## config.mk

```make
export PLATFORM = sky130hd
export DESIGN_NAME = fifo_wr_arbiter
export DESIGN_NICKNAME = d
export VERILOG_FILES = /design/src/rtl/fifo_wr_arbiter.sv
export SDC_FILE = /design/constraint.sdc
export NUM_CORES = 1
export LEC_CHECK = 0
export BUFFER_PORTS_ARGS = -buffer_cell sky130_fd_sc_hd__buf_2
export CORE_ASPECT_RATIO = 1.25
export CORE_MARGIN = 3
export CORE_UTILIZATION = 31
export DETAILED_ROUTE_END_ITERATION = 10
export PLACE_DENSITY = 0.58
export SLEW_MARGIN = 20
export SYNTH_ARGS = -nofsm -noshare
export SYNTH_HDL_FRONTEND = slang
export SYNTH_SLANG_ARGS = --single-unit
```

## constraint.sdc

```tcl
create_clock -name clk -period 2.3 [get_ports clk]
set_clock_uncertainty 0.15 [all_clocks]
set_input_delay 0.46 -clock clk [delete_from_list [all_inputs] [get_ports clk]]
set_output_delay 0.46 -clock clk [all_outputs]
set_load 0.02 [all_outputs]
```

## src/rtl/fifo_wr_arbiter.sv

```systemverilog
// Round-robin write arbiter that shares one FIFO write port among NUM_REQ
// valid/ready requesters, granting bursts of up to BURST_LEN beats.
module fifo_wr_arbiter #(
  parameter int DATA_WIDTH = 8,
  parameter int NUM_REQ    = 4,
  parameter int BURST_LEN  = 4,
  parameter int CNT_WIDTH  = 3
) (
  input  logic                          clk,
  input  logic                          rst_n,
  input  logic [NUM_REQ-1:0]            req_valid,
  input  logic [NUM_REQ*DATA_WIDTH-1:0] req_data,
  output logic [NUM_REQ-1:0]            req_ready,
  input  logic                          fifo_full,
  output logic                          fifo_wr_en,
  output logic [DATA_WIDTH-1:0]         fifo_data_in,
  output logic [NUM_REQ-1:0]            gnt,
  output logic                          busy
);

  localparam int IDX_W = (NUM_REQ > 1) ? $clog2(NUM_REQ) : 1;
  localparam logic [CNT_WIDTH-1:0] LAST_BEAT = CNT_WIDTH'(BURST_LEN - 1);
  localparam logic [IDX_W-1:0]     LAST_IDX  = IDX_W'(NUM_REQ - 1);
  localparam logic [NUM_REQ-1:0]   ONE_HOT0  = NUM_REQ'(1);

  typedef enum logic {IDLE, GRANT} state_t;

  state_t                 state_reg;
  logic [NUM_REQ-1:0]     gnt_reg;
  logic [IDX_W-1:0]       gidx_reg;
  logic [IDX_W-1:0]       rr_ptr_reg;
  logic [CNT_WIDTH-1:0]   beat_cnt_reg;

  logic [DATA_WIDTH-1:0]  req_word [NUM_REQ];
  logic                   in_grant;
  logic                   g_valid;
  logic                   beat;
  logic                   release_grant;
  logic [IDX_W-1:0]       ptr_after_g;
  logic [IDX_W-1:0]       arb_ptr;
  logic                   win_found_next;
  logic [IDX_W-1:0]       win_idx_next;

  genvar gi;
  generate
    for (gi = 0; gi < NUM_REQ; gi++) begin : g_req
      assign req_word[gi]  = req_data[gi*DATA_WIDTH +: DATA_WIDTH];
      assign req_ready[gi] = in_grant & gnt_reg[gi] & ~fifo_full;
    end
  endgenerate

  assign in_grant      = (state_reg == GRANT);
  assign g_valid       = req_valid[gidx_reg];
  assign beat          = in_grant & g_valid & ~fifo_full;
  // A full-blocked final beat does not release; only a real beat or a dropped valid does.
  assign release_grant = in_grant & (~g_valid | (beat & (beat_cnt_reg == LAST_BEAT)));
  assign ptr_after_g   = (gidx_reg == LAST_IDX) ? '0 : gidx_reg + IDX_W'(1);
  assign arb_ptr       = in_grant ? ptr_after_g : rr_ptr_reg;

  always_comb begin
    logic [IDX_W-1:0] scan_idx;
    win_found_next = 1'b0;
    win_idx_next   = '0;
    scan_idx       = arb_ptr;
    for (int k = 0; k < NUM_REQ; k++) begin
      if (!win_found_next && req_valid[scan_idx]) begin
        win_found_next = 1'b1;
        win_idx_next   = scan_idx;
      end
      scan_idx = (scan_idx == LAST_IDX) ? '0 : scan_idx + IDX_W'(1);
    end
  end

  always_ff @(posedge clk or negedge rst_n) begin
    if (!rst_n) begin
      state_reg    <= IDLE;
      gnt_reg      <= '0;
      gidx_reg     <= '0;
      rr_ptr_reg   <= '0;
      beat_cnt_reg <= '0;
    end else begin
      case (state_reg)
        IDLE: begin
          if (win_found_next) begin
            state_reg    <= GRANT;
            gnt_reg      <= ONE_HOT0 << win_idx_next;
            gidx_reg     <= win_idx_next;
            beat_cnt_reg <= '0;
          end
        end
        GRANT: begin
          if (release_grant) begin
            rr_ptr_reg   <= ptr_after_g;
            beat_cnt_reg <= '0;
            // Back-to-back handover: the next winner is loaded without an idle cycle.
            if (win_found_next) begin
              gnt_reg  <= ONE_HOT0 << win_idx_next;
              gidx_reg <= win_idx_next;
            end else begin
              state_reg <= IDLE;
              gnt_reg   <= '0;
            end
          end else if (beat) begin
            beat_cnt_reg <= beat_cnt_reg + CNT_WIDTH'(1);
          end
        end
        default: begin
          state_reg <= IDLE;
          gnt_reg   <= '0;
        end
      endcase
    end
  end

  assign gnt          = gnt_reg;
  assign busy         = in_grant;
  assign fifo_wr_en   = beat;
  assign fifo_data_in = in_grant ? req_word[gidx_reg] : '0;

endmodule

```

=== After elaboration in Yosys (flattened, before gate mapping) ===
Index checks and enable logic that the tools add are counted.
Widths: inputs -> output; s select.

* Register bits after elaboration: 12
* Bits of input ports: 39
* Output and inout bits: 18

* Add/subtract/negate cells: 5
* Order comparisons: 6
* Equal/unequal tests: 8
* Shift-type cells: 1
* Muxes and demuxes: 41
* Bitwise gates (word level): 17
* Reductions and logical operators: 9

{| class="wikitable"
|+ Operators by type and width
! operator !! number
|-
| $mux 8 || 3
|-
| $mux 2 || 11
|-
| $bmux 8 s2 || 1
|-
| $lt 2x3->1 const B || 5
|-
| $and 1x1->1 || 12
|-
| $mux 4 || 3
|-
| $mux 1 || 11
|-
| $bmux 1 s2 || 5
|-
| $mux 3 || 3
|-
| $add 2x1->2 const B || 4
|-
| $eq 2x2->1 const B || 4
|-
| $pmux 4 s2 || 1
|-
| $pmux 3 s2 || 1
|-
| $reduce_and 2->1 || 3
|-
| $pmux 2 s2 || 1
|-
| $shl 1x2->4 const A || 1
|-
| $add 3x1->3 const B || 1
|-
| $eq 3x2->1 const B || 1
|-
| $ge 3x3->1 const B || 1
|-
| $logic_and 1x1->1 || 3
|-
| $logic_not 1->1 || 3
|-
| $ne 3x1->1 const B || 1
|-
| $not 1->1 || 3
|-
| $not 2->3 || 1
|-
| 4 further kinds || 4
|}

=== Longest topological paths before layout ===
Gate-level depths: netlist (run 1).

* Word-level depth: 19
* Mapped depth: 7
* Depth with buffers taken out: 7

=== Least setup slack after synthesis (run 1) ===
No wires, ideal clock.

* Path kind: register -> output
* Start: register gidx_reg[0]
* End: output fifo_data_in[0]
* Arrival: 1.392 ns
* Required time: 1.690 ns
* Setup slack: 0.298 ns
* Stages on the path, launching flop included: 4
* Cells stage by stage: dfrtp_1 -> buf_2 -> mux4_2 -> and2_1

* Cells in the longest elaborated chain, start to end: 5

{| class="wikitable"
|+ RTL lines
! element !! line !! text
|-
| start, declared || 30 || <nowiki>logic [IDX_W-1:0] gidx_reg;</nowiki>
|-
| start signal, assigned || 87 || <nowiki>gidx_reg <= win_idx_next;</nowiki>
|-
| start signal, assigned || 98 || <nowiki>gidx_reg <= win_idx_next;</nowiki>
|-
| $not 2->3 (implied by the code) || 118 || <nowiki>assign fifo_data_in = in_grant ? req_word[gidx_reg] : '0;</nowiki>
|-
| $bmux 8 s2 || 118 ||
|-
| $mux 8 (implied by the code) (2 in a row) || 118 ||
|-
| $mux 8 || 118 ||
|-
| end, declared || 16 || <nowiki>output logic [DATA_WIDTH-1:0] fifo_data_in,</nowiki>
|}

Every way passes these cells. The select of a mux whose other input is x is not followed.

=== Final worst setup path (run 1) ===
Ends and elaborated chain as after synthesis.

==> out/results.env, run 1 <==
OUTCOME='completed'
YS_WARN_COUNT=0
CORE_AREA_MM2=0.00306
DESIGN.PORTCOUNT=57
NUMBER_OF_FLOPS_MAPPED_TO_ENABLE_CELLS_BY_YOSYS=0
POWER.LEAKAGE_nW=0.668
SW_SHARE=0.422
MOST-COMMON-LAYOUT-CELLS='sky130_fd_sc_hd__buf_2 (52), sky130_fd_sc_hd__dfrtp_1 (12), sky130_fd_sc_hd__and2_1 (10), sky130_fd_sc_hd__mux4_2 (9), sky130_fd_sc_hd__nand2_1 (9)'
POST_SYNTHESIS_COMPOUND_GATE_AREA_FRACTION=0.135
DP_WORST_SETUP_SLACK_PS=210
HPWL_UM=2180
YS_SEQ_ELEMENTS=12
YOSYSTOPAREACELLSHARE=0.294
CLK_PIN_SLEW_WORST_PATHS_PS=70
RR_ENDPOINT='gnt[2]'
ROUTED-VIA-COUNT=982
CLK_TREE_ROOT_CELL='sky130_fd_sc_hd__clkbuf_4'
TOP_LAYER='met4'
HOLD-PATH-CELL-COUNT=2
ANTENNADIODECOUNT=0
POST_ROUTE_CELLS_DRIVE_ABOVE_1_SHARE=0.572
CRITICAL_PATH_ARRIVAL_PS=1630
FF2FF_PATH_DEPTH=7
WORST_IR_DROP_VDD_mV=0.547
MET2WIRELENGTH_UM=1240
IO_BUFFERS=56
LARGEST_REGISTER_FFS=4
SYN_TO_FINAL_GROWTH_PCT=39.1
P_COMB_FRAC=0.706
START_KIND='flop'
TRITONCTS='yes'
FINALHOLDVIOLCOUNT=0
SEQ_POWER_SHARE=0.216
ASYNC_RESET_FF_FRAC=1.00
MET3_ROUTED_WL_UM=251
ADDER_CELL_SHARE_OF_THE_SYNTHESIZED_AREA=0.0368
YS_SEQ_AREA_FRAC=0.294
FLOORPLAN.DIE.HEIGHT_UM=70.1
DETAIL_ROUTE.DRC_VIOLATIONS=0
SETUP_SLACK_PS=60.8
WL_PER_CELL_UM=13.7
WORST_FLOP_TO_FLOP_PATH_STARTPOINT='gidx_reg[0]'
GRT_USE_TOTAL=0.134
POWER.TOTAL_mW=1.64
FP.DIEAREA_MM2=0.00402
POWER_DENSITY_mW_PER_MM2=1150
DIE_WIDTH_UM=57.3
CLOCK_TREE.BUFFER_DEPTH=2
CLOCKPOWERSHARE=0.078
REGTOREGSETUPSLACK_PS=250
HOLD_PATH_STARTPOINT='beat_cnt_reg[2]'
PERIOD_SHARE=0.974
SYNTH_CELL_TYPE_COUNT=36
CRIT_REQUIRED_PS=1690
REPORT.FINAL.SLEW_VIOL_COUNT=0
HOLD_PATH_CLASS='reg2reg'
FINAL.SETUP.TNS_PS=0
INSERTION_DELAY_PS=270
CLKSINKCOUNT=12
DETAILEDROUTE.FIRSTITERATIONVIOLATIONS=22
FIRST_GLOBAL_VIAS=964
YOSYS.AREA.TOP_TYPE='sky130_fd_sc_hd__dfrtp_1'
SYNTH-XOR-AREA-SHARE=0
GRT_PASS1_WL_UM=4350
MIN_DELAY_WORST_ENDPOINT='beat_cnt_reg[2]'
MAXIMUM_NUMBER_OF_PINS_ON_ONE_NET_BEFORE_GLOBAL_ROUTE_REPAIR=15
PERIOD_NEEDED_PS=2240
END_KIND='primary output'
COMBINATIONAL_FAMILY_WITH_THE_MOST_AREA_AFTER_SYNTHESIS='multiplexers'
SYN_AVG_CELL_AREA_UM2=11.2
START_UTIL=0.334
SYNTHFLOPTYPE='sky130_fd_sc_hd__dfrtp_1'
SLEW_HEADROOM=0.670
SYNTHCELLS=91
ANT_NETS=0
ROUTE.FINAL.WIRE_LENGTH_UM=2570
TIGHTEST_PIN_TRANSITION_PS=495
SYNTH_NETS=133
ANTENNA_FOUND_INITIAL=0
GLOBALPLACE.CONGESTION=0.807
NUM-NETS-FINAL=196
GRT_OVERFLOW_TOTAL=0
SHARE_OF_CELL_AREA_TAKEN_BY_MUXES_AFTER_SYNTHESIS=0.254
CP_MAX_FANOUT=8
CRITICAL_PATH_CLASS='reg2out'
NETSWITCHINGPOWER_uW=692
SYNTH.CELL_AREA_MM2=0.00102
SYNTH_SIMPLE_GATE_AREA_SHARE=0.244
ROW_COUNT=22
VIAS_PER_CELL=5.22
MOSTFREQUENTLAYOUTCELL='sky130_fd_sc_hd__buf_2'
MAXCAPVIOLATIONS=0
MAX_CLOCK_FREQ_MHz=447
DETAIL_ROUTE.FIRST_PASS.ITERATIONS=3
INTERNAL_POWER_uW=946
CTS_MAX_LEVEL=1
FINALSETUPVIOLCOUNT=0
LENGTH_OF_ROUTED_WIRING_ON_MET1_UM=1050
YOSYS-TOP-CELLS-AREA='sky130_fd_sc_hd__dfrtp_1 (29%), sky130_fd_sc_hd__mux4_2 (20%), sky130_fd_sc_hd__and2_1 (8.0%)'
NUMBER_OF_BUFFERS_CREATED_BY_CTS=3
==> cell usage after synthesis, types with 2 or more instances <==
master and instances:
sky130_fd_sc_hd__a21oi_1 2, sky130_fd_sc_hd__and2_1 13, sky130_fd_sc_hd__buf_2 2, sky130_fd_sc_hd__dfrtp_1 12
sky130_fd_sc_hd__ha_1 3, sky130_fd_sc_hd__mux2_2 2, sky130_fd_sc_hd__mux4_2 9, sky130_fd_sc_hd__nand2_1 9
sky130_fd_sc_hd__nand2b_1 4, sky130_fd_sc_hd__nand4_1 2, sky130_fd_sc_hd__nor2b_1 2, sky130_fd_sc_hd__o21ai_0 3
sky130_fd_sc_hd__o21ai_1 2, sky130_fd_sc_hd__o21ai_4 2, sky130_fd_sc_hd__o31ai_1 3
==> how the worst max path moves through the flow <==
stage,startpoint,end,slack [ps],depth (start not counted)
floorplan,gidx_reg[0],fifo_data_in[0],300,3
global placement,req_valid[3],fifo_wr_en,210,4
detailed placement,req_valid[3],fifo_wr_en,210,4
CTS,gidx_reg[0],fifo_data_in[0],-2,4
global route,gidx_reg[0],fifo_wr_en,-8,4
finish,gidx_reg[0],fifo_data_in[0],60,4
==> layout make-up <==
| type | instances | area (µm²) |
|---|---|---|
| inverter | 1 | 3.75 |
| sequential | 12 | 300 |
| multi-input combinational | 73 | 691 |
| timing repair buffer | 63 | 357 |
| clock buffer | 3 | 22.5 |
| fill | 309 | 1640 |
| tap | 36 | 45.0 |
==> worst max-delay path, stage by stage (launching register included) <==
cell	delay, ps
sky130_fd_sc_hd__dfrtp_1	370
sky130_fd_sc_hd__buf_6	170
sky130_fd_sc_hd__mux4_2	510
sky130_fd_sc_hd__and2_1	160
sky130_fd_sc_hd__buf_2	150
==> per-layer routing <==
| layer | GRT usage | up-vias |
|---|---|---|
| li1 | - | 473 |
| met1 | 0.147 | 458 |
| met2 | 0.243 | 49 |
| met3 | 0.0277 | 2 |
| met4 | 0.0541 | 0 |
| met5 | 0 | - |
==> cells by family (layout without fill, tap and decap cells) <==
| logic type | count (synthesis) | after routing |
|---|---|---|
| AND/OR/NAND/NOR | 40 | 40 |
| buffers and inverters | 6 | 67 |
| multiplexers | 13 | 13 |
| AO/OA/AOI/OAI | 17 | 17 |
| flip-flops | 12 | 12 |
| adder cells (fa/ha/maj) | 3 | 3 |
==> per-stage QoR <==
| stage | hold slack [ps] | instance area, µm² | utilization | std cells |
|---|---|---|---|---|
| after floorplan | 14.4 | 1020 | - | 91 |
| after global placement | 205 | 1340 | 0.439 | 182 |
| after detailed placement | 209 | 1340 | 0.439 | 182 |
| after CTS | 334 | 1380 | 0.450 | 186 |
| after global routing | 360 | 1420 | 0.464 | 188 |
| final | 325 | 1420 | 0.464 | 188 |
==> power groups by stage <==
stage          registers [mW]  logic (mW)  clock network [mW]
6_report                0.354        1.16               0.128
5_1_grt                 0.367        1.26               0.141
4_1_cts                 0.354        1.08               0.133
3_5_place_dp            0.358        1.08                   0
3_3_place_gp            0.356        1.06                   0
2_1_floorplan           0.376       0.770                   0
==> what timing repair did <==
action / CTS / global route
buffers inserted: 0 / 2
endpoints found under the setup margin: 1 / 9
hold buffers: 1 / 0
gates resized for setup: 0 / 10
hold endpoints to repair: 12 / 0
Note: power is estimated with default switching activity, not from simulation.
==> run 2, diff against run 1 <==
--- a/config.mk
+++ b/config.mk
@@ -6,7 +6,6 @@
 export NUM_CORES = 1
 export LEC_CHECK = 0
 export BUFFER_PORTS_ARGS = -buffer_cell sky130_fd_sc_hd__buf_2
-export CORE_ASPECT_RATIO = 1.25
 export CORE_MARGIN = 3
 export CORE_UTILIZATION = 31
 export DETAILED_ROUTE_END_ITERATION = 10
==> out/results.env, run 2 (synthesis gave the netlist of run 1 again) <==
DIE_WIDTH_UM=63.4
FINALHOLDVIOLCOUNT=0
CLK_TREE_ROOT_CELL='sky130_fd_sc_hd__clkbuf_4'
FINALCOREUTILIZATION=0.476
PLACEDINSTANCEAREA_MM2=0.00135
ANTENNADIODECOUNT=0
CRITICAL_PATH_CLASS='reg2out'
INSERTION_DELAY_PS=280
CRITICAL_PATH.SLOWEST_CELL='sky130_fd_sc_hd__mux4_2'
ROUTE.FINAL.WIRE_LENGTH_UM=2640
DESIGN.PORTCOUNT=57
END_KIND='primary output'
WORST_IR_DROP_VDD_mV=0.470
START_KIND='flop'
SYN_TO_FINAL_GROWTH_PCT=44.8
CP_SLOWEST_STAGE_DELAY_PS=510
CRIT_REQUIRED_PS=1690
ROUTED-VIA-COUNT=972
TRITONCTS='yes'
MOSTFREQUENTLAYOUTCELL='sky130_fd_sc_hd__buf_2'
GRT_USE_TOTAL=0.133
POST_ROUTE_CELLS_DRIVE_ABOVE_1_SHARE=0.605
MAXIMUM_NUMBER_OF_PINS_ON_ONE_NET_BEFORE_GLOBAL_ROUTE_REPAIR=16
GRT_OVERFLOW_TOTAL=0
CRITICAL_PATH_ARRIVAL_PS=1600
MULTI_INPUT_COMB_AREA_UM2=703
DETAIL_ROUTE.FIRST_PASS.ITERATIONS=2
POWER_DENSITY_mW_PER_MM2=1200
TIGHTEST_PIN_TRANSITION_PS=339
IO_BUFFERS=56
REPORT.FINAL.SLEW_VIOL_COUNT=0
SLEW_HEADROOM=0.774
ROW_COUNT=20
CP_MAX_FANOUT=8
DP_WORST_SETUP_SLACK_PS=202
FP.DIEAREA_MM2=0.00401
HOLD_PATH_CLASS='reg2reg'
GRT_PASS1_WL_UM=4320
CLOCK_TREE.BUFFER_DEPTH=2
POSTLAYOUTCELLAREA_MM2=0.00148
MOST-COMMON-LAYOUT-CELLS='sky130_fd_sc_hd__buf_2 (48), sky130_fd_sc_hd__dfrtp_1 (12), sky130_fd_sc_hd__mux4_2 (9), sky130_fd_sc_hd__nand2_1 (9)'
FIRST_GLOBAL_VIAS=983
HPWL_UM=2160
POWER.LEAKAGE_nW=0.691
AREA.SEQUENTIAL_UM2=300
ANTENNA_FOUND_INITIAL=0
CTS_MAX_LEVEL=1
OUTCOME='completed'
FINALSETUPVIOLCOUNT=0
PERIOD_NEEDED_PS=2210
NUMBER_OF_BUFFERS_CREATED_BY_CTS=3
CORE_AREA_MM2=0.00310
GLOBALPLACE.CONGESTION=0.845
LARGEST_REGISTER_FFS=4
FF2FF_PATH_DEPTH=7
CLK_PIN_SLEW_WORST_PATHS_PS=70
CLKSINKCOUNT=12
HOLD-PATH-CELL-COUNT=2
FILLER_CELL_COUNT=307
START_UTIL=0.329
MAX_CLOCK_FREQ_MHz=452
DETAIL_ROUTE.DRC_VIOLATIONS=0
WL_PER_CELL_UM=13.5
POWER.TOTAL_mW=1.77
MAXCAPVIOLATIONS=0
DETAILEDROUTE.FIRSTITERATIONVIOLATIONS=14
PATH_CELLS='buf_6, mux4_2, and2_4, buf_6'
PERIOD_SHARE=0.963
ANT_NETS=0
FLOORPLAN.DIE.HEIGHT_UM=63.4
VIAS_PER_CELL=4.96
SETUP_SLACK_PS=85.6
NUM-NETS-FINAL=195
CRITICAL-PATH-TOP-CELL-BY-COUNT='sky130_fd_sc_hd__buf_6'
FIN_WORST_HOLD_SLACK_PS=332
[run 2: cell count changes in the layout (fill, tap and decap cells not counted)]
cell | previous run | this run
sky130_fd_sc_hd__and2_1 | 10 | 5
sky130_fd_sc_hd__clkbuf_8 | 0 | 1
sky130_fd_sc_hd__buf_2 | 52 | 48
sky130_fd_sc_hd__buf_6 | 3 | 8
sky130_fd_sc_hd__and2_4 | 3 | 8
sky130_fd_sc_hd__buf_4 | 7 | 5
[run 2: power by group]
| group | internal [mW] | switching, mW | total, mW |
|---|---|---|---|
| Sequential | 0.293 | 0.0630 | 0.356 |
| Clock | 0.0963 | 0.0766 | 0.173 |
| Combinational | 0.664 | 0.581 | 1.25 |
[run 2: what timing repair did]
action / CTS / global route
resized for setup: 0 / 24
endpoints found under the hold margin: 12 / 0
endpoints found under the setup margin: 1 / 8
buffers inserted: 1 / 0
hold buffers: 1 / 0
[run 2: critical path, delay by kind of cell, from the launching register on]
family / cells / cell delay [ps]
mux: 1 / 510
buf+inv: 2 / 280
flops: 1 / 360
simple gates: 1 / 180
[run 2: layer usage]
| metal | GRT usage | vias up | wire [µm] |
|---|---|---|---|
| met5 | 0 | - | 0 |
| met4 | 0.0323 | 0 | 17 |
| met3 | 0.0463 | 2 | 321 |
| met2 | 0.237 | 55 | 1240 |
| met1 | 0.149 | 448 | 1070 |
| li1 | - | 467 | - |
[run 2: worst paths after layout]
kind / start / endpoint / slack [ps]
max reg2reg: gidx_reg[0] / gnt[0] / 270
min: beat_cnt_reg[2] / beat_cnt_reg[2] / 330
min reg2reg: beat_cnt_reg[2] / beat_cnt_reg[2] / 330
max: gidx_reg[0] / fifo_data_in[6] / 90
min in group asynchronous: rst_n / gnt[1] / 420
max in group asynchronous: rst_n / rr_ptr_reg[0] / 1360
[run 2: metrics by stage]
step / std cells / TNS [ps]
floorplan: 91 / 0
global placement: 190 / 0
detailed placement: 190 / 0
CTS: 196 / 0
global route: 196 / -7.83
finish: 196 / 0
[run 2: area by class of cell]
class,instances,area share
Sequential cell,12,0.203
Multi-Input combinational cell,73,0.476
Inverter,1,0.00254
Clock buffer,4,0.0246
Timing Repair Buffer,62,0.256
Tap cell,44,0.0373
